File: src/rtl/sram32x8_port_ctrl.sv
// Request/response front end for a 32x8 synchronous SRAM macro: zeroes the array after reset, then serves credit-limited reads.
// Build option: define SRAM32X8_CTRL_WRITE_ACK_EN to make every accepted write return an 8'h00 response.
module sram32x8_port_ctrl (
    input  logic       clock,
    input  logic       reset,
    input  logic       req_valid,
    output logic       req_ready,
    input  logic       req_we,
    input  logic [4:0] req_addr,
    input  logic [7:0] req_wdata,
    output logic       resp_valid,
    input  logic       resp_ready,
    output logic [7:0] resp_rdata,
    output logic       init_done,
    output logic       sram_csb,
    output logic       sram_web,
    output logic       sram_oeb,
    output logic [4:0] sram_a,
    output logic [7:0] sram_i,
    input  logic [7:0] sram_o
);

`ifdef SRAM32X8_CTRL_WRITE_ACK_EN
    localparam logic WRITE_ACK = 1'b1;
`else
    localparam logic WRITE_ACK = 1'b0;
`endif

    typedef enum logic {ST_INIT, ST_RUN} state_t;

    state_t     state_q, state_d;
    logic [4:0] init_cnt_q, init_cnt_d;
    logic [1:0] reserved_q, reserved_d;
    logic       pend_q, pend_d;
    logic       pend_rd_q, pend_rd_d;
    logic [7:0] fifo_mem_q [2];
    logic       wr_ptr_q, rd_ptr_q;
    logic [1:0] fifo_cnt_q, fifo_cnt_d;

    logic       accept;
    logic       rsv_inc;
    logic       push;
    logic       pop;
    logic [7:0] push_data;

    always_comb begin
        state_d    = state_q;
        init_cnt_d = init_cnt_q;
        req_ready  = 1'b0;
        accept     = 1'b0;
        sram_csb   = 1'b1;
        sram_web   = 1'b1;
        sram_oeb   = 1'b1;
        sram_a     = 5'd0;
        sram_i     = 8'd0;

        case (state_q)
            ST_INIT: begin
                sram_csb   = 1'b0;
                sram_web   = 1'b0;
                sram_a     = init_cnt_q;
                init_cnt_d = init_cnt_q + 5'd1;
                if (init_cnt_q == 5'd31) begin
                    state_d = ST_RUN;
                end
            end
            ST_RUN: begin
                // Ready depends only on registered credit, never on resp_ready or req_*.
                req_ready = (reserved_q != 2'd2);
                accept    = req_valid && req_ready;
                if (accept) begin
                    sram_csb = 1'b0;
                    sram_a   = req_addr;
                    if (req_we) begin
                        sram_web = 1'b0;
                        sram_i   = req_wdata;
                    end else begin
                        sram_oeb = 1'b0;
                    end
                end
            end
            default: state_d = ST_INIT;
        endcase

        if (reset) begin
            req_ready = 1'b0;
            accept    = 1'b0;
            sram_csb  = 1'b1;
            sram_web  = 1'b1;
            sram_oeb  = 1'b1;
            sram_a    = 5'd0;
            sram_i    = 8'd0;
        end
    end

    assign resp_valid = !reset && (fifo_cnt_q != 2'd0);
    assign resp_rdata = resp_valid ? fifo_mem_q[rd_ptr_q] : 8'd0;
    assign init_done  = !reset && (state_q == ST_RUN);

    // The macro presents read data one edge after the access, so the response is pushed then.
    assign rsv_inc   = accept && (!req_we || WRITE_ACK);
    assign pend_d    = rsv_inc;
    assign pend_rd_d = accept && !req_we;
    assign push      = pend_q;
    assign push_data = pend_rd_q ? sram_o : 8'd0;
    assign pop       = resp_valid && resp_ready;

    always_comb begin
        reserved_d = reserved_q;
        fifo_cnt_d = fifo_cnt_q;
        case ({rsv_inc, pop})
            2'b10:   reserved_d = reserved_q + 2'd1;
            2'b01:   reserved_d = reserved_q - 2'd1;
            default: reserved_d = reserved_q;
        endcase
        case ({push, pop})
            2'b10:   fifo_cnt_d = fifo_cnt_q + 2'd1;
            2'b01:   fifo_cnt_d = fifo_cnt_q - 2'd1;
            default: fifo_cnt_d = fifo_cnt_q;
        endcase
    end

    always_ff @(posedge clock) begin
        if (reset) begin
            state_q       <= ST_INIT;
            init_cnt_q    <= 5'd0;
            reserved_q    <= 2'd0;
            pend_q        <= 1'b0;
            pend_rd_q     <= 1'b0;
            fifo_mem_q[0] <= 8'd0;
            fifo_mem_q[1] <= 8'd0;
            wr_ptr_q      <= 1'b0;
            rd_ptr_q      <= 1'b0;
            fifo_cnt_q    <= 2'd0;
        end else begin
            state_q    <= state_d;
            init_cnt_q <= init_cnt_d;
            reserved_q <= reserved_d;
            pend_q     <= pend_d;
            pend_rd_q  <= pend_rd_d;
            fifo_cnt_q <= fifo_cnt_d;
            if (push) begin
                fifo_mem_q[wr_ptr_q] <= push_data;
                wr_ptr_q             <= ~wr_ptr_q;
            end
            if (pop) begin
                rd_ptr_q <= ~rd_ptr_q;
            end
        end
    end

endmodule

File: config.mk
export PLATFORM = sky130hd
export DESIGN_NAME = sram32x8_port_ctrl
export DESIGN_NICKNAME = d
export VERILOG_FILES = /design/src/rtl/sram32x8_port_ctrl.sv
export SDC_FILE = /design/constraint.sdc
export NUM_CORES = 1
export LEC_CHECK = 0
export CAP_MARGIN = 20
export CORE_UTILIZATION = 45
export DETAILED_ROUTE_END_ITERATION = 10
export MAX_ROUTING_LAYER = met4
export PLACE_DENSITY = 0.8
export SLEW_MARGIN = 20
export SYNTH_ARGS = -nofsm -noshare
export SYNTH_HDL_FRONTEND = slang
export SYNTH_SLANG_ARGS = --single-unit
File: constraint.sdc
create_clock -name clock -period 3.7 [get_ports clock]
set_clock_uncertainty 0.15 [all_clocks]
set_input_delay 0.925 -clock clock [delete_from_list [all_inputs] [get_ports clock]]
set_output_delay 0.925 -clock clock [all_outputs]
set_load 0.01 [all_outputs]
Word-level counts from Yosys, hierarchy flattened
Memory sizes are Yosys's and may differ from the RTL's. A register that Yosys moved wholly into a read port is not among the register bits.
Index checks and enable logic that the tools add are counted.
Word-level totals
  flip-flop bits (word level): 13
  RAM bits: 16
  input bits: 26
  output and inout bits: 27
  word-level logic and storage cells: 71
  memories kept: 1
Memory list
  fifo_mem_q: words 2, bits a word 8, read ports 1, clocked after memory_dff 1, write ports 2, RTL line 36  | logic [7:0] fifo_mem_q [2];
Operators by class
  add/sub/neg operators: 5
  equality and inequality tests: 6
  multiplexer cells: 38
  bitwise operators: 3
  reductions and logical operators: 11
Operators by type and width (number)
  $mux W8: 7
  $mux W1: 24
  $mux W5: 2
  $pmux W5 S2: 1
  $pmux W2 S2: 2
  $reduce_or A8 Y1: 1
  $reduce_bool A2 Y1: 3
  $add A5 B1 Y5 const B: 1
  $eq A5 B5 Y1 const B: 1
  $logic_and A1 B1 Y1: 5
  $add A2 B1 Y2 const B: 2
  $eq A2 B1 Y1 const B: 2
  $eq A2 B2 Y1 const B: 2
  $pmux W1 S2: 2
  $sub A2 B1 Y2 const B: 2
  $not A1 Y1: 3
  $logic_not A1 Y1: 2
  $ne A2 B2 Y1 const B: 1

Depth between registers and ports, before layout
Gate-level depths: netlist of run 1.
  depth in word-level cells: 7
  mapped depth: 8
  depth with buffers taken out: 7

Worst setup path before layout of run 1
OpenSTA, ideal clock, no wires.
  kind: in2out
  start: input port req_valid
  end: output port sram_oeb
  arrival: 1.642 ns
  data required time: 2.625 ns
  setup slack: 0.983 ns
  stages: 3
  buffers on the path: 1
  cell sequence: clkbuf_1 nand2_1 or3_1
On the way
  word-level cells in the longest chain between the ends: 4
Ends and longest elaborated chain
  from (decl): RTL line 6  | input logic req_valid,
  $logic_and A1 B1 Y1: RTL line 70  | accept = req_valid && req_ready;
  $mux W1: RTL line 71  | if (accept) begin
  $mux W1: RTL line 57  | case (state_q)
  $mux W1: RTL line 85  | if (reset) begin
  to (decl): RTL line 17  | output logic sram_oeb,
No other way between the ends.

Final worst setup path of run 1
  start: input port reset
  end: output port sram_i[7]
On the way
  word-level cells in the longest chain between the ends: 1
Ends and longest elaborated chain
  from (decl): RTL line 5  | input logic reset,
  $mux W8: RTL line 85
  to (decl): RTL line 19  | output logic [7:0] sram_i,
No other way between the ends.

==> results.sh, run 1 <==
export IMPL_status="finished clean"
export IMPL_ys_seq_area_frac=0.495
export IMPL_grt_ovfl_total=0
export IMPL_core_um2=3150
export IMPL_slew_limit_headroom=0.465
export IMPL_hp_class="reg -> reg"
export IMPL_finalHoldViolCount=0
export IMPL_synthTopCellsByArea="edfxtp_1 (31%), dfxtp_1 (18%), and2_1 (10%)"
export IMPL_period_needed_ns=3.63
export IMPL_post_drt_via_cell_ratio=4.86
export IMPL_synth_area_um2=1540
export IMPL_synth_most_common_cell="and2_1"
export IMPL_final_util=0.689
export IMPL_arrival_ns=2.55
export IMPL_end_kind="primary output"
export IMPL_ys_flop_type="edfxtp_1"
export IMPL_power_per_cell_area_nw_per_um2=293
export IMPL_antenna_cells=0
export IMPL_crit_fanout=8
export IMPL_antenna_found_initial=0
export IMPL_track_usage=0.193
export IMPL_vdd_ir_drop_max_mv=0.224
export IMPL_numClockSinks=30
export IMPL_first_global_vias=1145
export IMPL_ys_ff_latch=30
export IMPL_fin_nets=235
export IMPL_dieArea_um2=3650
export IMPL_clk_insertion_delay_late_ns=0.32
export IMPL_clockRootBuffer="clkbuf_4"
export IMPL_vias=1215
export IMPL_grt_pass1_wl_mm=4.91
export IMPL_postRouteAntennaNets=0
export IMPL_yosysTopAreaCell="edfxtp_1"
export IMPL_p_clk_frac=0.339
export IMPL_p_sw_uw=133
export IMPL_cts_hold_buf=0
export IMPL_dp_hpwl_mm=2.40
export IMPL_numPortBuffers=52
export IMPL_worstSetupStartpointType="input port"
export IMPL_reg2reg_slack_ns=1.30
export IMPL_ys_warn_count=0
export IMPL_grt_max_degree=25
export IMPL_synthDistinctLibCells=27
export IMPL_final_period_utilization=0.980
export IMPL_drc=0
export IMPL_h_tree_depth=2
export IMPL_swShare=0.209
export IMPL_place_congestion=0.739
export IMPL_cts_buffer_depth=2
export IMPL_tns_ns=0
export IMPL_timing_fmax_mhz=276
export IMPL_path_clk_slew_ns=0.09
export IMPL_drt_pass1_iter_count=3
export IMPL_synth_top_area_frac=0.312
export IMPL_numCtsBuffers=5
export IMPL_rsz0062_at_grt="no"
export IMPL_cp_required_ns=2.62
export IMPL_start_util=0.488
export IMPL_wl_per_cell_um=12.5
export IMPL_synth_edff_count=16
export IMPL_synthTopCellsByCount="and2_1 (25), nor2_1 (19), edfxtp_1 (16)"
export IMPL_cts_tree="built"
export IMPL_power_internal_uw=504
export IMPL_area_growth_pct=41.3
export IMPL_max_cap_violations=0
export IMPL_synthArstFlopShare=0
export IMPL_io_pins=53
export IMPL_die_h_um=60.5
export IMPL_p_seq_frac=0.569
export IMPL_multi_input_area_um2=731
export IMPL_power_leakage_nw=0.795
export IMPL_synthCells=150
export IMPL_drv_slew=0
export IMPL_drt_total_wl_mm=3.12
export IMPL_drive_gt1_frac=0.0680
export IMPL_crit_type="in -> out"
export IMPL_seqCellArea_um2=761
export IMPL_p_comb_frac=0.092
export IMPL_fillers=260
export IMPL_avgSynthCellArea_um2=10.3
export IMPL_setup_violations=0
export IMPL_cts_setup_buffers=0
export IMPL_worst_pin_slew_ns=0.797
export IMPL_syn_nets=180
export IMPL_row_count=20
export IMPL_cts_resized=0
export IMPL_dr_first_iter_drc_count=37
export IMPL_die_w_um=60.5
==> sequential cells by signal (all words and copies together), names as in the netlist, named ones only <==
register / flops
reserved_q: 2
state_q: 1
fifo_cnt_q: 2
fifo_mem_q: 16
init_cnt_q: 5
rd_ptr_q: 1
pend_rd_q: 1
wr_ptr_q: 1
==> worst max-delay path, stage by stage <==
cell and delay (ns):
clkdlybuf4s50_1 0.41, nand2b_1 0.16, and4bb_2 0.38, and2_1 0.15, clkdlybuf4s50_1 0.53
==> kinds of logic (layout without fill, tap and decap cells) <==
| logic type | Yosys count | in the layout | share of synthesized area |
|---|---|---|---|
| compound gates | 13 | 13 | 0.0561 |
| xor+xnor | 8 | 8 | 0.0456 |
| fa+ha+maj | 4 | 4 | 0.0325 |
| buf+inv | 11 | 67 | 0.0301 |
| flops | 30 | 30 | 0.495 |
| mux | 12 | 12 | 0.0781 |
| simple gates | 72 | 72 | 0.263 |
==> through the flow <==
stage | setup WS [ns] | hold slack (ns) | std cells | power, mW | area, um^2
after floorplan | 0.983 | 0.288 | 150 | 0.389 | 1540
after global placement | 0.104 | 0.300 | 242 | 0.427 | 2100
after detailed placement | 0.0586 | 0.319 | 242 | 0.430 | 2100
after CTS | 0.0574 | 0.332 | 250 | 0.645 | 2170
after global routing | 0.00885 | 0.361 | 250 | 0.662 | 2170
final | 0.0742 | 0.326 | 250 | 0.637 | 2170
==> final timing paths <==
| check | startpoint | to | cells after the start |
|---|---|---|---|
| hold reg to reg | rd_ptr_q | flip-flop | 1 |
| setup / recovery | reset | sram_i[7] | 5 |
| hold / removal | rd_ptr_q | flip-flop | 1 |
| setup reg to reg | state_q | reserved_q[1] | 6 |
==> cell usage in the layout (no fill, tap or decap), drive strengths merged, types with 5 or more instances in the layout <==
cell type,count
a21oi,7
and2,25
clkbuf,7
clkdlybuf4s50,52
dfxtp,14
edfxtp,16
mux2i,12
nand2b,8
nand4,5
nor2,19
==> metal layers <==
layer  wire [um]  share of wire  vias up  GRT usage
met5           0              0        -          -
met4          48          0.015        0     0.0682
met3         132          0.042        5     0.0618
met2        1650           0.53       27      0.344
met1        1290           0.41      560      0.199
li1            -              -      623          -
==> layout make-up <==
class	count	area share
flip-flops and latches	30	0.350
multi-input cells	109	0.336
repair buffers	55	0.250
clock buffers	7	0.0299
well taps	44	0.0253
inverters	4	0.00691
clock inverters	1	0.00173
==> power by group through the flow <==
stage	clock network, mW	logic (mW)	registers, mW
after floorplan	0	0.0200	0.369
after global placement	0	0.0571	0.370
after detailed placement	0	0.0589	0.371
after CTS	0.223	0.0593	0.363
after global routing	0.234	0.0641	0.364
final	0.216	0.0586	0.363
Note: power is estimated with default switching activity, not from simulation.
==> inputs of run 2 (changes only) <==
- CTS_BUF_LIST: unset -> sky130_fd_sc_hd__clkbuf_8
==> results.sh, run 2 (synthesis results as in run 1) <==
export IMPL_status="finished clean"
export IMPL_grt_pass1_wl_mm=4.91
export IMPL_die_h_um=60.5
export IMPL_min_delay_start="rd_ptr_q"
export IMPL_grt_max_degree=25
export IMPL_dieArea_um2=3650
export IMPL_drv_slew=0
export IMPL_row_count=20
export IMPL_r2r_start="state_q"
export IMPL_end_kind="primary output"
export IMPL_clockRootBuffer="clkbuf_8"
export IMPL_rsz0062_at_grt="no"
export IMPL_cts_setup_buffers=0
export IMPL_cts_resized=0
export IMPL_reg2reg_slack_ns=1.29
export IMPL_path_cells="clkdlybuf4s50_1, nand2b_1, and4bb_2, and2_1, clkdlybuf4s50_1"
export IMPL_area_growth_pct=43.4
export IMPL_start_util=0.488
export IMPL_top_register="fifo_mem_q"
export IMPL_drive_gt1_frac=0.0680
export IMPL_largestRegisters="fifo_mem_q x16, init_cnt_q x5"
export IMPL_cp_top_family="buffers and inverters"
export IMPL_setup_violations=0
export IMPL_clk_insertion_delay_late_ns=0.28
export IMPL_grt_ovfl_total=0
export IMPL_vdd_ir_drop_max_mv=0.263
export IMPL_path_buf_inv=2
export IMPL_hp_class="reg -> reg"
export IMPL_cts_tree="built"
export IMPL_numClockSinks=30
export IMPL_antenna_found_initial=0
export IMPL_antenna_cells=0
export IMPL_cts_hold_buf=0
export IMPL_fillers=253
export IMPL_worstSetupStartpointType="input port"
export IMPL_cp_required_ns=2.62
export IMPL_period_needed_ns=3.63
export IMPL_h_tree_depth=2
export IMPL_dp_cells=242
export IMPL_final_period_utilization=0.980
export IMPL_post_drt_via_cell_ratio=4.84
export IMPL_tns_ns=0
export IMPL_numCtsBuffers=5
export IMPL_numPortBuffers=52
export IMPL_crit_type="in -> out"
export IMPL_wl_per_cell_um=12.6
export IMPL_max_cap_violations=0
export IMPL_reg2regPathDepth=6
export IMPL_crit_path_frequent_cell="clkdlybuf4s50_1"
export IMPL_timing_rr_end="reserved_q[1]"
export IMPL_dr_first_iter_drc_count=28
export IMPL_crit_cells=5
export IMPL_slowest_delay_ns=0.53
export IMPL_track_usage=0.196
export IMPL_drc=0
export IMPL_cts_buffer_depth=2
export IMPL_critical_path_endpoint="sram_i[7]"
export IMPL_place_congestion=0.739
export IMPL_largest_reg_flops=16
export IMPL_final_common_cell="clkdlybuf4s50_1"
export IMPL_timing_fmax_mhz=276
export IMPL_core_um2=3150
export IMPL_seqCellArea_um2=761
export IMPL_postRouteAntennaNets=0
export IMPL_power_leakage_nw=0.808
export IMPL_drt_total_wl_mm=3.14
export IMPL_timing_critical_path_from="reset"
export IMPL_io_pins=53
export IMPL_drt_pass1_iter_count=3
export IMPL_vias=1211
export IMPL_finalHoldViolCount=0
export IMPL_first_global_vias=1145
export IMPL_die_w_um=60.5
export IMPL_worst_pin_slew_ns=0.847
export IMPL_arrival_ns=2.55
export IMPL_dp_hpwl_mm=2.40
export IMPL_slew_limit_headroom=0.431
export IMPL_whs_ns=0.321
export IMPL_crit_fanout=8
export IMPL_multi_input_area_um2=731
export IMPL_path_clk_slew_ns=0.06
export IMPL_critPathSlowestCell="clkdlybuf4s50_1"
export IMPL_fin_nets=235
export IMPL_final_cell_mix="clkdlybuf4s50_1 (52), and2_1 (25), nor2_1 (19)"
export IMPL_power_per_cell_area_nw_per_um2=318
export IMPL_layout_cells_non_filler=250
==> run 2: metrics by stage <==
step,area (um^2),setup slack (ns),util,power [mW]
after floorplan,1540,0.983,-,0.389
final,2200,0.0732,0.699,0.701
after detailed placement,2100,0.0586,0.667,0.430
after CTS,2200,0.0574,0.699,0.710
after global routing,2200,0.00883,0.699,0.729
after global placement,2100,0.104,0.667,0.427
==> run 2: per-layer routing <==
| layer | global-route usage | vias to the layer above | wire [um] |
|---|---|---|---|
| met3 | 0.0746 | 5 | 136 |
| met5 | - | - | 0 |
| met1 | 0.202 | 556 | 1290 |
| li1 | - | 622 | - |
| met2 | 0.341 | 28 | 1670 |
| met4 | 0.0682 | 0 | 42 |
==> run 2: worst min path at each step <==
stage,endpoint,cells past startpoint
after detailed placement,flip-flop,1
after global placement,rd_ptr_q,1
final,flip-flop,1
after floorplan,flip-flop,1
after CTS,flip-flop,1
after global routing,flip-flop,1
==> run 2: area by class of cell <==
| type | count | share of cell area |
|---|---|---|
| clock buffer | 7 | 0.0437 |
| clock inverter | 1 | 0.00170 |
| inverter | 4 | 0.00681 |
| multi-input combinational | 109 | 0.331 |
| sequential | 30 | 0.345 |
| tap | 44 | 0.0250 |
| timing repair buffer | 55 | 0.246 |
==> run 2: worst reg2reg max path: stages (launching register included) <==
cell and delay [ns]:
dfxtp_1 0.72, nand2b_1 0.15, buf_4 0.18, or3_1 0.31
ha_1 0.34, or3_1 0.35, a21oi_1 0.14
==> run 2: report_power, final <==
group	switching (mW)	total [mW]	leakage [nW]	internal (mW)
clock	0.113	0.279	0.0519	0.167
sequential	0.00481	0.363	0.279	0.359
combinational	0.0212	0.0585	0.478	0.0373
